### config.mk
export PLATFORM = sky130hd
export DESIGN_NAME = uart_rx
export DESIGN_NICKNAME = d
export VERILOG_FILES = /design/src/rtl/uart_pkg.sv /design/src/rtl/uart_rx_tick.sv /design/src/rtl/uart_rx.sv
export SDC_FILE = /design/constraint.sdc
export NUM_CORES = 1
export LEC_CHECK = 0
export BUFFER_PORTS_ARGS = -buffer_cell sky130_fd_sc_hd__buf_4
export CAP_MARGIN = 20
export CORE_MARGIN = 8
export CORE_UTILIZATION = 58
export DETAILED_ROUTE_END_ITERATION = 10
export GPL_TIMING_DRIVEN = 0
export PLACE_DENSITY = 0.78
export RECOVER_POWER = 25
export SLEW_MARGIN = 20
export SYNTH_ARGS = -nofsm -noshare
export SYNTH_HDL_FRONTEND = slang
export SYNTH_HIERARCHICAL = 1
export SYNTH_SLANG_ARGS = --single-unit
### constraint.sdc
create_clock -name sysclk -period 2.84 [get_ports sysclk]
set_input_delay 0.426 -clock sysclk [delete_from_list [all_inputs] [get_ports sysclk]]
set_output_delay 0.426 -clock sysclk [all_outputs]
set_load 0.1 [all_outputs]
### src/rtl/uart_pkg.sv
// uart_pkg: shared definitions for the 8N1 UART receiver.
//   - rx_state_e   : receiver FSM state encoding
//   - OVERSAMPLE   : oversample ticks per bit
//   - MID_SAMPLE   : tick index of the start-bit centre
//   - DATA_BITS    : payload bits per frame
//   - DEF_OVS_DIV  : sysclk cycles per oversample tick (50 MHz / (9600*16))
//   - DEF_DIV_W    : width of the tick divider counter
package uart_pkg;

  typedef enum logic [2:0] {
    ST_IDLE  = 3'd0,
    ST_START = 3'd1,
    ST_DATA  = 3'd2,
    ST_STOP  = 3'd3,
    ST_BRK   = 3'd4
  } rx_state_e;

  localparam int OVERSAMPLE  = 16;
  localparam int MID_SAMPLE  = 8;
  localparam int DATA_BITS   = 8;
  localparam int DEF_OVS_DIV = 326;
  localparam int DEF_DIV_W   = 9;

endpackage

### src/rtl/uart_rx_tick.sv
// uart_rx_tick: oversample tick generator.
//   Counts sysclk cycles 0..OVS_DIV-1 and flags the last count as a tick.
//   A synchronous clear holds the counter at zero so the tick phase can be
//   locked to an external event.
// Ports:
//   sysclk in  1  system clock
//   rst_n  in  1  asynchronous active-low reset
//   clr    in  1  synchronous clear; counter held at 0 while high
//   tick   out 1  high for one sysclk when the counter is at OVS_DIV-1
module uart_rx_tick #(
  parameter int OVS_DIV = 326,
  parameter int DIV_W   = 9
) (
  input  logic sysclk,
  input  logic rst_n,
  input  logic clr,
  output logic tick
);

  localparam logic [DIV_W-1:0] CNT_LAST = DIV_W'(OVS_DIV - 1);

  logic [DIV_W-1:0] cnt_r;

  // Divider counter: clears on request, otherwise wraps at OVS_DIV-1.
  always_ff @(posedge sysclk or negedge rst_n) begin
    if (!rst_n) begin
      cnt_r <= '0;
    end else if (clr) begin
      cnt_r <= '0;
    end else if (cnt_r == CNT_LAST) begin
      cnt_r <= '0;
    end else begin
      cnt_r <= cnt_r + DIV_W'(1);
    end
  end

  assign tick = (cnt_r == CNT_LAST);

endmodule

### src/rtl/uart_rx.sv
// uart_rx: 8N1 UART receiver with 16x oversampling.
//   The serial input is double-registered, a start edge is qualified at the
//   centre of the start bit, eight data bits are captured LSB first at bit
//   centres and the stop bit is checked. Good bytes are handed to the host
//   through a valid/ack handshake one cycle after the stop-bit sample.
// Ports:
//   sysclk    in  1  system clock
//   rst_n     in  1  asynchronous active-low reset
//   rx        in  1  raw serial line, idle high, asynchronous to sysclk
//   ack       in  1  host consumed dout; clears valid and overrun
//   dout      out 8  last good received byte, stable while valid=1
//   valid     out 1  byte available, held until ack
//   frame_err out 1  one-cycle pulse when the stop bit is sampled low
//   overrun   out 1  sticky: a byte completed while valid=1 without ack
//   busy      out 1  receiver FSM not idle
module uart_rx
  import uart_pkg::*;
#(
  parameter int OVS_DIV = DEF_OVS_DIV,
  parameter int DIV_W   = DEF_DIV_W
) (
  input  logic       sysclk,
  input  logic       rst_n,
  input  logic       rx,
  input  logic       ack,
  output logic [7:0] dout,
  output logic       valid,
  output logic       frame_err,
  output logic       overrun,
  output logic       busy
);

  localparam logic [3:0] T_MID    = 4'(MID_SAMPLE - 1);
  localparam logic [3:0] T_LAST   = 4'(OVERSAMPLE - 1);
  localparam logic [2:0] BIT_LAST = 3'(DATA_BITS - 1);

  logic       rx_meta_r;
  logic       rx_sync_r;
  rx_state_e  state_r;
  rx_state_e  state_nx_s;
  logic [3:0] t_r;
  logic [3:0] t_nx_s;
  logic [2:0] bit_r;
  logic [2:0] bit_nx_s;
  logic [7:0] shreg_r;
  logic [7:0] shreg_nx_s;
  logic       dlv_r;
  logic       dlv_nx_s;
  logic       fe_nx_s;
  logic       tick_s;
  logic       tick_clr_s;
  logic [7:0] dout_r;
  logic       valid_r;
  logic       frame_err_r;
  logic       overrun_r;
  logic       busy_r;

  // Divider and tick count sit at zero while idle, so the first tick after a
  // start edge always lands a fixed number of cycles later.
  assign tick_clr_s = (state_r == ST_IDLE);

  uart_rx_tick #(
    .OVS_DIV (OVS_DIV),
    .DIV_W   (DIV_W)
  ) u_tick (
    .sysclk (sysclk),
    .rst_n  (rst_n),
    .clr    (tick_clr_s),
    .tick   (tick_s)
  );

  // Two-flop synchroniser for the asynchronous serial input; idles high.
  always_ff @(posedge sysclk or negedge rst_n) begin
    if (!rst_n) begin
      rx_meta_r <= 1'b1;
      rx_sync_r <= 1'b1;
    end else begin
      rx_meta_r <= rx;
      rx_sync_r <= rx_meta_r;
    end
  end

  // Next-state, tick counter, bit index and shift register logic.
  always_comb begin
    state_nx_s = state_r;
    bit_nx_s   = bit_r;
    shreg_nx_s = shreg_r;
    dlv_nx_s   = 1'b0;
    fe_nx_s    = 1'b0;
    if (tick_s) begin
      t_nx_s = t_r + 4'd1;
    end else begin
      t_nx_s = t_r;
    end

    case (state_r)
      ST_IDLE: begin
        t_nx_s   = 4'd0;
        bit_nx_s = 3'd0;
        if (!rx_sync_r) begin
          state_nx_s = ST_START;
        end else begin
          state_nx_s = ST_IDLE;
        end
      end
      ST_START: begin
        if (tick_s && (t_r == T_MID)) begin
          if (!rx_sync_r) begin
            // Start bit still low at its centre: restart the tick count
            // so later samples fall on bit centres.
            state_nx_s = ST_DATA;
            t_nx_s     = 4'd0;
            bit_nx_s   = 3'd0;
          end else begin
            state_nx_s = ST_IDLE;
          end
        end else begin
          state_nx_s = ST_START;
        end
      end
      ST_DATA: begin
        if (tick_s && (t_r == T_LAST)) begin
          shreg_nx_s = {rx_sync_r, shreg_r[7:1]};
          if (bit_r == BIT_LAST) begin
            state_nx_s = ST_STOP;
          end else begin
            bit_nx_s = bit_r + 3'd1;
          end
        end else begin
          state_nx_s = ST_DATA;
        end
      end
      ST_STOP: begin
        if (tick_s && (t_r == T_LAST)) begin
          if (rx_sync_r) begin
            dlv_nx_s   = 1'b1;
            state_nx_s = ST_IDLE;
          end else begin
            fe_nx_s    = 1'b1;
            state_nx_s = ST_BRK;
          end
        end else begin
          state_nx_s = ST_STOP;
        end
      end
      ST_BRK: begin
        // A held-low line must return high before a new start is accepted.
        if (rx_sync_r) begin
          state_nx_s = ST_IDLE;
        end else begin
          state_nx_s = ST_BRK;
        end
      end
      default: begin
        state_nx_s = ST_IDLE;
        t_nx_s     = 4'd0;
        bit_nx_s   = 3'd0;
      end
    endcase
  end

  // FSM state, counters, shifter and delivery strobe registers.
  always_ff @(posedge sysclk or negedge rst_n) begin
    if (!rst_n) begin
      state_r     <= ST_IDLE;
      t_r         <= 4'd0;
      bit_r       <= 3'd0;
      shreg_r     <= 8'd0;
      dlv_r       <= 1'b0;
      frame_err_r <= 1'b0;
      busy_r      <= 1'b0;
    end else begin
      state_r     <= state_nx_s;
      t_r         <= t_nx_s;
      bit_r       <= bit_nx_s;
      shreg_r     <= shreg_nx_s;
      dlv_r       <= dlv_nx_s;
      frame_err_r <= fe_nx_s;
      busy_r      <= (state_nx_s != ST_IDLE);
    end
  end

  // Host handshake: deliver, drop with overrun, or clear on ack.
  always_ff @(posedge sysclk or negedge rst_n) begin
    if (!rst_n) begin
      dout_r    <= 8'd0;
      valid_r   <= 1'b0;
      overrun_r <= 1'b0;
    end else if (dlv_r) begin
      if (!valid_r || ack) begin
        dout_r  <= shreg_r;
        valid_r <= 1'b1;
      end else begin
        overrun_r <= 1'b1;
      end
    end else if (ack) begin
      valid_r   <= 1'b0;
      overrun_r <= 1'b0;
    end else begin
      valid_r   <= valid_r;
      overrun_r <= overrun_r;
    end
  end

  assign dout      = dout_r;
  assign valid     = valid_r;
  assign frame_err = frame_err_r;
  assign overrun   = overrun_r;
  assign busy      = busy_r;

endmodule

**Yosys cells after proc, flatten, opt, wreduce, memory -nomap -nowiden**

Cells that the tools add are included.

- $add $sub $neg: 3
- Equal/unequal tests: 14
- Muxes and demuxes: 30
- Bitwise gates (word level): 1
- Reductions and logical operators: 14

Operators with widths:

| operator | count |
|---|---|
| $mux W3 | 9 |
| $mux W9 | 2 |
| $pmux W3 S5 | 1 |
| $mux W1 | 12 |
| $mux W4 | 3 |
| $ne A2 B2 Y1 const B | 5 |
| $add A9 B1 Y9 const B | 1 |
| $eq A9 B9 Y1 const B | 1 |
| $pmux W3 S3 | 1 |
| $pmux W4 S2 | 1 |
| $reduce_and A2 Y1 | 4 |
| $eq A3 B2 Y1 const B | 2 |
| $eq A3 B3 Y1 const B | 2 |
| $reduce_and A5 Y1 | 1 |
| $add A4 B1 Y4 const B | 1 |
| $eq A4 B3 Y1 const B | 1 |
| $eq A4 B4 Y1 const B | 1 |
| $add A3 B1 Y3 const B | 1 |
| $eq A3 B1 Y1 const B | 1 |
| $logic_not A3 Y1 | 1 |
| $reduce_bool A3 Y1 | 1 |
| $reduce_or A3 Y1 | 1 |
| $logic_and A1 B1 Y1 | 2 |
| $mux W2 | 1 |
| other kinds (6) | 6 |

- Register bits after elaboration: 42
- Input bits: 4
- Output and inout port bits: 12

**Logic depth before layout (Yosys ltp)**

- Word-level depth: 5
- Gate-level depth with buffers: 9
- Gate-level depth less buffers: 8

**Hierarchy**

Netlist, hierarchy kept.

By module, submodules not included:

| module | instances | cells each | area an instance (µm²) | sequential area each (µm²) |
|---|---|---|---|---|
| uart_rx | 1 | 115 | 1438.9 | 828.3 |
| uart_rx_tick | 1 | 45 | 480.5 | 225.2 |

**Worst setup path before layout**

OpenSTA, ideal clock, no wires.

- Kind: register -> register
- From: register u_tick.cnt_r[1]
- To: register shreg_r[0]
- Library setup time: 125 ps
- Data arrival time: 2060 ps
- Required time: 2715 ps
- Path slack: 656 ps
- Stages on the path, launching flop included: 9
- Period minus slack after synthesis: 2184 ps
- Cell sequence: dfrtp_1 > inv_1 > ha_1 > nand4b_4 > nor4_1 > buf_4 > nand3_4 > nor4_4 > mux2_2

- Word-level cells in the longest chain between the ends: 3

Ends and longest elaborated chain:

| item | line | source |
|---|---|---|
| from (decl) | uart_rx_tick.sv:22 | `logic [DIV_W-1:0] cnt_r;` |
| from (signal assigned) | uart_rx_tick.sv:33 | `cnt_r <= cnt_r + DIV_W'(1);` |
| $eq A9 B9 Y1 | uart_rx_tick.sv:37 | `assign tick = (cnt_r == CNT_LAST);` |
| via tick_s | uart_rx.sv:50 | `logic tick_s;` |
| $logic_and A1 B1 Y1 | uart_rx.sv:122 | `if (tick_s && (t_r == T_LAST)) begin` |
| $reduce_and A2 Y1 (no source line) | n/a |  |
| to (signal assigned) | uart_rx.sv:176 | `shreg_r <= shreg_nx_s;` |
| to (decl) | uart_rx.sv:45 | `logic [7:0] shreg_r;` |

The timed path passes the listed nets, and every way through them passes these cells.
A chain may end at the register's enable or synchronous reset.

**Final worst setup path**

- From: register u_tick.cnt_r[1]
- To: register shreg_r[1]

The elaborated chain is that of the path after synthesis.

==> results.txt <==
----------------------------------------------------
[Clock tree]
  Post-CTS sizing ... 0
  Clock insertion delay at the later pin of the skew report ... 0.36 ns
  Clock input transition at the sequential cells of the worst setup and hold paths ... 0.13 ns
  Clk root buf ... sky130_fd_sc_hd__clkbuf_4
  Total number of clock tree sinks ... between 40 and 50
  Post-CTS Setup Inserts ... 0
  CTS H-tree lvls ... 2
  Maximum clock path buffer count ... 2
  CTS tree ... done
  CTS Buf Count ... 5
  Total of hold buffers inserted after clock tree synthesis ... 0

[Synthesis]
  Average footprint of a synthesized cell ... between 10 and 15 µm²
  Leading register cell type out of synthesis ... sky130_fd_sc_hd__dfrtp_1
  Sequential element share of the synthesized area ... 0.549
  Cell types with the largest area share after synthesis ... sky130_fd_sc_hd__dfrtp_1, sky130_fd_sc_hd__mux2_2, sky130_fd_sc_hd__ha_1, sky130_fd_sc_hd__nor2_1, sky130_fd_sc_hd__dfstp_2
  Proportion of netlist area held by the largest area contributor ... 0.522
  Number of instances in the synthesized netlist ... 160
  Cell accounting for the most synthesized area ... sky130_fd_sc_hd__dfrtp_1
  Most common library cells after synthesis ... sky130_fd_sc_hd__dfrtp_1, sky130_fd_sc_hd__nor2_1, sky130_fd_sc_hd__mux2_2, sky130_fd_sc_hd__nand2_1
  Synthesis Warnings ... 6
  Mapped Area ... approximately 1900 µm²
  Post-synth EDFFs ... 0
  Most common cell in the netlist ... sky130_fd_sc_hd__dfrtp_1
  Flops & latches, synth ... 42
  Syn nets ... 169
  Number of distinct library cell variants in the gate-level netlist after synthesis ... 42
  Ys async rst share ... 1.00

[Worst setup path]
  Worst path cell trace ... inv_1, ha_1, nand4b_4, nor4_1, buf_4, nand3_4, nor4_4, mux2_2
  Cell family with the largest share of critical-path delay ... simple AND/OR/NAND/NOR gates
  Critical path data arrival time ... around 2.8 ns
  Count of cells along the worst register-to-register path ... 8
  Worst path slowest cell ... sky130_fd_sc_hd__nor4_4
  Launch point of the worst path ... u_tick/cnt_r[1]
  Delay of the slowest cell on the worst path ... around 0.56 ns
  Nature of the critical path endpoint ... flip-flop
  Worst Path Max Fanout ... 10
  Buffers plus inverters on the worst setup path ... 2
  Startpoint of the worst register-to-register path ... u_tick/cnt_r[1]
  FF-to-FF setup slack ... approximately 0.35 ns
  Critical register-to-register path endpoint ... shreg_r[1]
  Kind of critical path ... reg2reg
  Logic depth of the worst setup path including buffers ... 8
  Critical Path End ... shreg_r[1]
  Required time of the critical path ... 3.10 ns
  Launching element type of the critical path ... flip-flop

[Placed design]
  Final weighted congestion of routability-driven global placement ... just under 0.9
  Detailed-placement wirelength estimate ... ~2.4 mm
  Number of placed cells counting well taps ... 221
  Port buffer count ... 15

[Power]
  Static Leak ... ~0.0011 µW
  Comb power frac ... 0.014
  PD cells ... 501 nW/µm²
  Peak supply drop ... ~0.27 mV
  Net load switching power ... ~220 µW
  Share of power burned in the clock network ... 0.439
  Final Total Pwr ... between 1000 and 1500 µW
  Switching share of total power ... 0.201
  Internal cell power ... 878 µW
  Power share of the sequential group ... 0.547

[Outcome]
  Outcome ... complete, but fails checks
  Failing checks ... max-capacitance violations, max-slew violations

[Drt]
  DR DRC count ... 0
  Antenna Nets Post-Route ... 0
  Wirelength, routed ... between 3 and 4 mm
  Initial DRT Pass Iterations ... 4
  Vias post-DR ... 1270
  Routed WL per cell ... approximately 15 µm
  Mean number of vias per cell ... roughly 5.5
  Iteration-0 DRC Markers ... slightly above 40

[STA]
  Highest attainable clock frequency ... 402 MHz
  Layout Skew ... roughly 0.014 ns
  Slew at the pin with the worst max-slew slack ... 2.17 ns
  Final cycle utilization of the critical path ... 0.877
  Normalized max-slew margin ... -0.444
  Max Slew Vio Count ... 43
  Final setup violation count ... 0
  Number of endpoints with negative hold slack in the final report ... 0
  Minimum clock period ... roughly 2.5 ns
  Summed negative setup slack over all endpoints ... 0 ns
  Setup repair after global routing missed its margin ... false

[Floorplanning]
  Std-Cell Rows ... 21
  Die outline height ... ~74 µm
  Core box area ... 3260 µm²
  IO Count ... 16
  Die Width ... around 74 µm
  Initial Utilization ... 0.589
  DIE AREA ... ~5400 µm²

[Layout]
  Post-synthesis to final-layout area growth ... 14.2%
  Post-Route Utilization ... 0.673
  Antenna diode count ... 0
  Number of cells in the finished layout apart from fillers ... between 200 and 250
  Share of post-route cells with drive strength above 1 ... 0.257
  Layout filler cell count ... about 280
  Net count reported at finish ... 191

[Global routing]
  Aggregate global routing overflow ... 0
  Combined global-route utilization of all metal layers ... 0.149
  Initial antenna violation count ... 0
  Wire length of the first global-routing pass ... just over 6 mm
  Pin count of the biggest net entering global routing ... 43
  Via count of the first global-routing pass ... between 1000 and 1500

[Flow run]
  Max-cap violation count ... 1

[Hold path]
  Worst hold-check path type ... in2reg

----------------------------------------------------
[power groups by stage]
stage / Combinational [µW] / Clock, µW / Sequential (µW)
2_1_floorplan: 1.90 / 0 / 612
3_3_place_gp: 16.5 / 0 / 612
3_5_place_dp: 17.2 / 0 / 612
4_1_cts: 17.2 / 489 / 601
5_1_grt: 18.5 / 521 / 601
6_report: 15.6 / 482 / 601
[sequential cells by signal, summed over array words and instances, names as in the netlist]
register,flops
bit_r,3
busy,1
dlv_r,1
dout,8
frame_err,1
overrun,1
rx_meta_r,1
rx_sync_r,1
shreg_r,8
state_r,3
t_r,4
u_tick/cnt_r,9
valid,1
[routing by layer]
metal	part of all wire	track usage
met5	0	0
met4	0.014	0.0621
met3	0.054	0.0491
met2	0.52	0.270
met1	0.41	0.153
[cell usage in the layout, fill, tap and decap left out, types with 4 or more instances in the layout]
cell type                  count
sky130_fd_sc_hd__nor2_1       16
sky130_fd_sc_hd__o21ai_0       6
sky130_fd_sc_hd__dfrtp_1      40
sky130_fd_sc_hd__ha_1          5
sky130_fd_sc_hd__clkbuf_4      6
sky130_fd_sc_hd__clkbuf_1      5
sky130_fd_sc_hd__nand3_1       5
sky130_fd_sc_hd__or3_1         6
sky130_fd_sc_hd__a21oi_1       5
sky130_fd_sc_hd__inv_1         5
sky130_fd_sc_hd__mux2_2       15
sky130_fd_sc_hd__nor3_1        4
sky130_fd_sc_hd__buf_4        14
sky130_fd_sc_hd__nand2_1       7
[logic make-up (layout without fill, tap and decap cells)]
| logic type | Yosys count | in the layout | share of synthesized area |
|---|---|---|---|
| muxes | 17 | 17 | 0.0991 |
| xor gates and xnor gates | 6 | 6 | 0.0274 |
| AOI/OAI and AO/OA | 24 | 24 | 0.0965 |
| adders and majority gates | 5 | 5 | 0.0326 |
| DFF | 42 | 42 | 0.549 |
| buffers and inverters | 11 | 34 | 0.0241 |
| and+or+nand+nor | 55 | 55 | 0.171 |
[final cells by class]
cell class | count | area, µm² | share of cell area
timing repair buffer | 15 | 109 | 0.0497
buffer | 6 | 27.5 | 0.0126
clock inverter | 3 | 68.8 | 0.0314
clock buffer | 5 | 37.5 | 0.0171
sequential | 42 | 1050 | 0.481
tap | 46 | 57.6 | 0.0263
inverter | 5 | 18.8 | 0.00856
multi-input combinational | 107 | 820 | 0.374
[per-stage QoR]
stage	setup slack, ns	cell area (µm²)	hold WS (ns)
2_1_floorplan	0.656	1920	0.130
3_3_place_gp	0.401	2090	0.346
3_5_place_dp	0.369	2090	0.350
4_1_cts	0.328	2200	0.0280
5_1_grt	0.207	2190	0.152
6_report	0.351	2190	0.180
[how the worst min path moves through the flow]
stage,startpoint,endpoint,slack (ns),cells past startpoint
floorplan,rst_n,bit_r[0],0.13,0
global placement,rx_meta_r,rx_sync_r,0.35,0
detailed placement,rx_meta_r,rx_sync_r,0.35,0
CTS,rst_n,dout[3],0.03,1
global route,rx,rx_meta_r,0.15,1
finish,rx,rx_meta_r,0.18,1
Note: power is estimated with default switching activity, not from simulation.
